**src/rtl/fifo_wr_arb_if.sv**
```systemverilog
// Write-side bundle of the two-requester async FIFO write arbiter.
// The wafull signal exists only when FIFO_WR_ARB_AFULL_EN is defined.
interface fifo_wr_arb_if #(
  parameter int unsigned ADDRSIZE = 4,
  parameter int unsigned DATASIZE = 8
);
  logic                req0_valid;
  logic                req1_valid;
  logic [DATASIZE-1:0] req0_data;
  logic [DATASIZE-1:0] req1_data;
  logic                req0_last;
  logic                req1_last;
  logic                req0_ready;
  logic                req1_ready;
  logic [ADDRSIZE:0]   wq2_rptr;
  logic [ADDRSIZE:0]   wptr;
  logic [ADDRSIZE-1:0] waddr;
  logic [DATASIZE-1:0] wdata;
  logic                wclken;
  logic                wfull;
  logic [1:0]          grant;
`ifdef FIFO_WR_ARB_AFULL_EN
  logic                wafull;
`endif

  // Requesters plus the read-pointer synchronizer side
  modport master (
    output req0_valid, req1_valid, req0_data, req1_data, req0_last, req1_last, wq2_rptr,
`ifdef FIFO_WR_ARB_AFULL_EN
    input  wafull,
`endif
    input  req0_ready, req1_ready, wptr, waddr, wdata, wclken, wfull, grant
  );

  // Arbiter side
  modport slave (
    input  req0_valid, req1_valid, req0_data, req1_data, req0_last, req1_last, wq2_rptr,
`ifdef FIFO_WR_ARB_AFULL_EN
    output wafull,
`endif
    output req0_ready, req1_ready, wptr, waddr, wdata, wclken, wfull, grant
  );
endinterface

```
**src/rtl/fifo_wr_arb.sv**
```systemverilog
// Async FIFO write-domain pointer logic shared by two packet requesters.
// Round-robin arbitration between packets; a granted packet holds the write port
// until its last word. Optional almost-full flag: define FIFO_WR_ARB_AFULL_EN.
// The bus interface instance must use the same ADDRSIZE/DATASIZE as this module.
module fifo_wr_arb #(
  parameter int unsigned ADDRSIZE     = 4,
  parameter int unsigned DATASIZE     = 8,
  parameter int unsigned AFULL_MARGIN = 2
) (
  input logic          wclk,
  input logic          wrst_n,
  fifo_wr_arb_if.slave bus
);
  typedef enum logic [1:0] {StArb, StLock0, StLock1} state_e;

  state_e            state;
  logic              rr;          // requester that last finished a packet; the other goes first
  logic [ADDRSIZE:0] wbin;
  logic [ADDRSIZE:0] wbin_next;
  logic [ADDRSIZE:0] wgray_next;
  logic [ADDRSIZE:0] wptr;
  logic              wfull;
  logic              wfull_next;
  logic [1:0]        grant;
  logic              xfer0;
  logic              xfer1;
  logic              wclken;

  // Grant owner: locked requester, else round-robin among valid requesters
  always_comb begin
    grant = 2'b00;
    case (state)
      StLock0: grant = 2'b01;
      StLock1: grant = 2'b10;
      default: begin
        if (bus.req0_valid && (!bus.req1_valid || rr)) grant = 2'b01;
        else if (bus.req1_valid)                       grant = 2'b10;
      end
    endcase
    // Outputs go quiet as soon as reset asserts, not at the next edge
    if (!wrst_n) grant = 2'b00;
  end

  // Handshake, write strobe and next-pointer computation
  always_comb begin
    xfer0      = bus.req0_valid & grant[0] & ~wfull;
    xfer1      = bus.req1_valid & grant[1] & ~wfull;
    wclken     = xfer0 | xfer1;
    wbin_next  = wbin + {{ADDRSIZE{1'b0}}, wclken};
    wgray_next = (wbin_next >> 1) ^ wbin_next;
    // Full when the write pointer is one lap ahead of the read pointer
    wfull_next = (wgray_next == {~bus.wq2_rptr[ADDRSIZE:ADDRSIZE-1],
                                 bus.wq2_rptr[ADDRSIZE-2:0]});
  end

  assign bus.grant      = grant;
  assign bus.req0_ready = grant[0] & ~wfull;
  assign bus.req1_ready = grant[1] & ~wfull;
  assign bus.wclken     = wclken;
  assign bus.wdata      = grant[1] ? bus.req1_data : bus.req0_data;
  assign bus.waddr      = wbin[ADDRSIZE-1:0];
  assign bus.wptr       = wptr;
  assign bus.wfull      = wfull;

  // Binary/Gray write pointers and registered full flag
  always_ff @(posedge wclk or negedge wrst_n) begin
    if (!wrst_n) begin
      wbin  <= '0;
      wptr  <= '0;
      wfull <= 1'b0;
    end else begin
      wbin  <= wbin_next;
      wptr  <= wgray_next;
      wfull <= wfull_next;
    end
  end

  // Packet lock FSM and round-robin pointer
  always_ff @(posedge wclk or negedge wrst_n) begin
    if (!wrst_n) begin
      state <= StArb;
      rr    <= 1'b1;
    end else begin
      case (state)
        StArb: begin
          if (xfer0) begin
            if (bus.req0_last) rr    <= 1'b0;
            else               state <= StLock0;
          end else if (xfer1) begin
            if (bus.req1_last) rr    <= 1'b1;
            else               state <= StLock1;
          end
        end
        StLock0: begin
          if (xfer0 && bus.req0_last) begin
            state <= StArb;
            rr    <= 1'b0;
          end
        end
        StLock1: begin
          if (xfer1 && bus.req1_last) begin
            state <= StArb;
            rr    <= 1'b1;
          end
        end
        default: state <= StArb;
      endcase
    end
  end

`ifdef FIFO_WR_ARB_AFULL_EN
  localparam int unsigned AfullLevel = (2 ** ADDRSIZE) - AFULL_MARGIN;

  logic [ADDRSIZE:0] rbin;
  logic [ADDRSIZE:0] used_next;
  logic              wafull;

  // Gray-to-binary of the synchronized read pointer and occupancy after this cycle
  always_comb begin
    rbin = '0;
    for (int i = 0; i <= int'(ADDRSIZE); i++) begin
      rbin[i] = ^(bus.wq2_rptr >> i);
    end
    used_next = wbin_next - rbin;
  end

  // Registered almost-full flag
  always_ff @(posedge wclk or negedge wrst_n) begin
    if (!wrst_n) wafull <= 1'b0;
    else         wafull <= (32'(used_next) >= AfullLevel);
  end

  assign bus.wafull = wafull;
`endif
endmodule

```
**src/flat_wrapper.sv**
```systemverilog
// flat-port wrapper written by rule: the top's interface ports become plain ports
module fifo_wr_arb_flat 
#(
  parameter int unsigned ADDRSIZE     = 4,
  parameter int unsigned DATASIZE     = 8,
  parameter int unsigned AFULL_MARGIN = 2
)
  (wclk, wrst_n, bus_req0_valid, bus_req1_valid, bus_req0_data, bus_req1_data, bus_req0_last, bus_req1_last, bus_wq2_rptr, bus_req0_ready, bus_req1_ready, bus_wptr, bus_waddr, bus_wdata, bus_wclken, bus_wfull, bus_grant);
  fifo_wr_arb_if #(.ADDRSIZE(ADDRSIZE), .DATASIZE(DATASIZE)) bus_i ();
  input logic wclk;
  input logic wrst_n;
  input wire logic [$bits(bus_i.req0_valid)-1:0] bus_req0_valid;
  input wire logic [$bits(bus_i.req1_valid)-1:0] bus_req1_valid;
  input wire logic [$bits(bus_i.req0_data)-1:0] bus_req0_data;
  input wire logic [$bits(bus_i.req1_data)-1:0] bus_req1_data;
  input wire logic [$bits(bus_i.req0_last)-1:0] bus_req0_last;
  input wire logic [$bits(bus_i.req1_last)-1:0] bus_req1_last;
  input wire logic [$bits(bus_i.wq2_rptr)-1:0] bus_wq2_rptr;
  output wire logic [$bits(bus_i.req0_ready)-1:0] bus_req0_ready;
  output wire logic [$bits(bus_i.req1_ready)-1:0] bus_req1_ready;
  output wire logic [$bits(bus_i.wptr)-1:0] bus_wptr;
  output wire logic [$bits(bus_i.waddr)-1:0] bus_waddr;
  output wire logic [$bits(bus_i.wdata)-1:0] bus_wdata;
  output wire logic [$bits(bus_i.wclken)-1:0] bus_wclken;
  output wire logic [$bits(bus_i.wfull)-1:0] bus_wfull;
  output wire logic [$bits(bus_i.grant)-1:0] bus_grant;
  assign bus_i.req0_valid = bus_req0_valid;
  assign bus_i.req1_valid = bus_req1_valid;
  assign bus_i.req0_data = bus_req0_data;
  assign bus_i.req1_data = bus_req1_data;
  assign bus_i.req0_last = bus_req0_last;
  assign bus_i.req1_last = bus_req1_last;
  assign bus_i.wq2_rptr = bus_wq2_rptr;
  assign bus_req0_ready = bus_i.req0_ready;
  assign bus_req1_ready = bus_i.req1_ready;
  assign bus_wptr = bus_i.wptr;
  assign bus_waddr = bus_i.waddr;
  assign bus_wdata = bus_i.wdata;
  assign bus_wclken = bus_i.wclken;
  assign bus_wfull = bus_i.wfull;
  assign bus_grant = bus_i.grant;
  fifo_wr_arb #(.ADDRSIZE(ADDRSIZE), .DATASIZE(DATASIZE), .AFULL_MARGIN(AFULL_MARGIN)) u_core (.wclk(wclk), .wrst_n(wrst_n), .bus(bus_i));
endmodule
```
**config.mk**
```make
export PLATFORM = sky130hd
export DESIGN_NAME = fifo_wr_arb_flat
export DESIGN_NICKNAME = d
export VERILOG_FILES = /design/src/rtl/fifo_wr_arb_if.sv /design/src/rtl/fifo_wr_arb.sv /design/src/flat_wrapper.sv
export SDC_FILE = /design/constraint.sdc
export NUM_CORES = 1
export LEC_CHECK = 0
export ABC_AREA = 1
export CAP_MARGIN = 0
export CORE_MARGIN = 8
export CORE_UTILIZATION = 42
export DETAILED_ROUTE_END_ITERATION = 10
export GPL_ROUTABILITY_DRIVEN = 0
export HOLD_SLACK_MARGIN = 0.06
export MAX_ROUTING_LAYER = met4
export PLACE_DENSITY = 0.84
export SLEW_MARGIN = 10
export SYNTH_ARGS = -nofsm -noshare
export SYNTH_HDL_FRONTEND = slang
export SYNTH_SLANG_ARGS = --single-unit
```
**constraint.sdc**
```tcl
create_clock -name wclk -period 5.2 [get_ports wclk]
set_input_delay 0.52 -clock wclk [delete_from_list [all_inputs] [get_ports wclk]]
set_output_delay 0.52 -clock wclk [all_outputs]
set_load 0.02 [all_outputs]
```
==> impl_metrics.yaml <==
run_status:
  status: "complete, no violations"
global_route:
  grt_pass1_vias: 1015
  grt_max_degree: 16
  grt_antenna_before_repair: 0
  grt_pass1_wl_um: 4540
  overflow: 0
  grt_usage_pct: 13.8
placed_design:
  dpl.hpwl_um: 2300
  port_buffers: 49
  dp.cells: 209
sta:
  max_freq_mhz: 289
  worst_pin_slew_ps: 693
  setup_tns_ps: 0
  fin_crit_ps: 3460
  finalCritPeriodShare_pct: 66.5
  rsz0062_at_grt: "false"
  report.final.slew_viol_count: 0
  max_slew_margin_pct: 53.6
  skew_ps: 2.71
  setup_viol: 0
  hold_viol: 0
layout:
  drive_gt1_share_pct: 10.3
  finalNonFillerCells: 213
  area_delta_synth_final_pct: 57.1
  fin_nets: 219
  diodes: 0
route:
  drc: 0
  dr.pass1.iters: 4
  routedWlPerCell_um: 12.7
  wl_um: 2710
  drtIter0Drc: 79
  vias_per_cell: 4.78
  num_vias: 1019
  ant_nets: 0
worst_setup_path:
  cp-start-kind: "flop"
  cp.arrival_ps: 2940
  crit_type: "flop to output port"
  required_ps: 4680
  reg2reg_slack_ps: 2280
  path_max_fanout: 11
  endpoint_kind: "output port"
yosys:
  avgSynthCellArea_um2: 7.36
  synth_area_leaders: "dfrtp_1 (31%), nand2_1 (20%), ha_1 (7.7%)"
  yosysTopAreaCellShare_pct: 30.9
  syn_area_um2: 971
  ys_types: 25
  yosysSeqAreaShare_pct: 33.6
  synthesis.nets: 165
  synthCells: 132
  synth_seq_cells: 13
  yosys.area.top_type: "dfrtp_1"
  ys_warn_count: 0
floorplanning:
  initial_core_util_pct: 44.3
  rows: 17
  die_h_um: 64.1
  core_um2: 2190
  top_level_ports: 50
  die-area_um2: 4110
  die_w_um: 64.1
run:
  max_cap_violations: 0
hold_path:
  hold_path_class: "flop to flop"
clock_tree:
  cts-root-buf: "clkbuf_4"
  post_cts_buffers: 0
  cts_resized: 0
  clk_pin_slew_ps: 70
  clkSinkCount: 13
  clkLatencyLatePin_ps: 270
  cts.htree.levels: 1
  postCtsHoldBufs: 0
  numCtsBuffers: 3
  cts_tree: "built"
  clk_path_buf_depth: 2
power_and_ir_drop:
  worst_ir_drop_vdd_mv: 0.430
  leakage_nw: 0.757
  p_total_mw: 1.01
  p_per_area_nw_per_um2: 664
cell usage in the layout, fill, tap and decap left out, drive strengths merged:
cell type,instances
clkdlybuf4s50,49
dfrtp,12
nor2,14
xnor2,3
inv,19
nand3,5
nand2,54
o21bai,1
ha,6
xor2,6
and2,1
clkbuf,4
dfstp,1
buf,1
o21ai,2
nand4,3
nor3,1
a21oi,3
report_power, final:
part           total (mW)  switching [mW]  leakage [nW]  internal (mW)
Combinational       0.750           0.424         0.582          0.325
Clock              0.0613          0.0316        0.0150         0.0297
Sequential          0.202          0.0439         0.160          0.158
Total                1.01           0.500         0.757          0.513
layer usage:
| metal | share of wire [%] | GRT usage (%) | wire length [um] | vias up |
|---|---|---|---|---|
| met2 | 46 | 22.2 | 1260 | 60 |
| li1 | - | - | - | 509 |
| met5 | 0 | - | 0 | - |
| met1 | 43 | 16.3 | 1170 | 446 |
| met3 | 9.3 | 4.53 | 252 | 4 |
| met4 | 1.1 | 2.79 | 31 | 0 |
per-stage QoR:
step	utilization, %	cell area, um^2	setup WS [ps]	hold WS [ps]
2_1_floorplan	-	971	2490	224
6_report	69.6	1530	1740	475
3_3_place_gp	68.4	1500	1880	460
5_1_grt	69.6	1530	1490	496
3_5_place_dp	68.4	1500	1870	470
4_1_cts	69.6	1530	1760	482
cell type report:
type	count	area (um^2)
clock buffers	4	26.3
fillers	159	666
inverters	19	71.3
multi-input cells	99	568
flip-flops and latches	13	327
well taps	28	35.0
repair buffers	50	498
cell families (layout without fill, tap and decap cells):
group / count (synthesis) / count (layout) / synth area share [%]
adder cells (fa/ha/maj): 6 / 6 / 7.73
buffers and inverters: 20 / 73 / 7.86
AO/OA/AOI/OAI: 6 / 6 / 4.12
XOR/XNOR: 9 / 9 / 11.6
AND/OR/NAND/NOR: 78 / 78 / 35.1
flip-flops: 13 / 13 / 33.6
synth_stat cells:
| library cell | number |
|---|---|
| a21oi_1 | 1 |
| a21oi_2 | 2 |
| and2_1 | 1 |
| buf_2 | 1 |
| dfrtp_1 | 12 |
| dfstp_2 | 1 |
| ha_1 | 6 |
| inv_1 | 15 |
| inv_2 | 4 |
| nand2_1 | 53 |
| nand2_2 | 1 |
| nand3_1 | 3 |
| nand3_2 | 2 |
| nand4_1 | 2 |
| nand4_2 | 1 |
| nor2_1 | 14 |
| nor3_4 | 1 |
| o21ai_0 | 1 |
| o21ai_1 | 1 |
| o21bai_1 | 1 |
| xnor2_1 | 1 |
| xnor2_2 | 1 |
| xnor2_4 | 1 |
| xor2_1 | 5 |
| xor2_2 | 1 |
flip-flops by register name, summed over array words and instances (netlist names):
| name | flops |
|---|---|
| u_core.bus.wptr | 4 |
| u_core.bus.wfull | 1 |
| u_core.wbin | 5 |
| u_core.state | 2 |
| u_core.rr | 1 |
path summary, 6_finish.rpt:
check,endpoint,from,cells past startpoint
min in group asynchronous,u_core.wbin[2],wrst_n,2
hold / removal,u_core.rr,u_core.rr,2
setup / recovery,bus_req1_ready,u_core.state[0],9
setup reg to reg,u_core.bus.wfull,u_core.state[0],16
max in group asynchronous,u_core.rr,wrst_n,2
hold reg to reg,u_core.rr,u_core.rr,2
worst max-delay path: stages (launching register included):
cell and delay [ps]:
dfrtp_1 410, inv_1 80, ha_1 390, inv_2 100, nor2_1 50, o21bai_1 150
nor2_1 540, inv_2 200, nor2_1 130, clkdlybuf4s50_1 610
(Power assumes the default switching activity.)
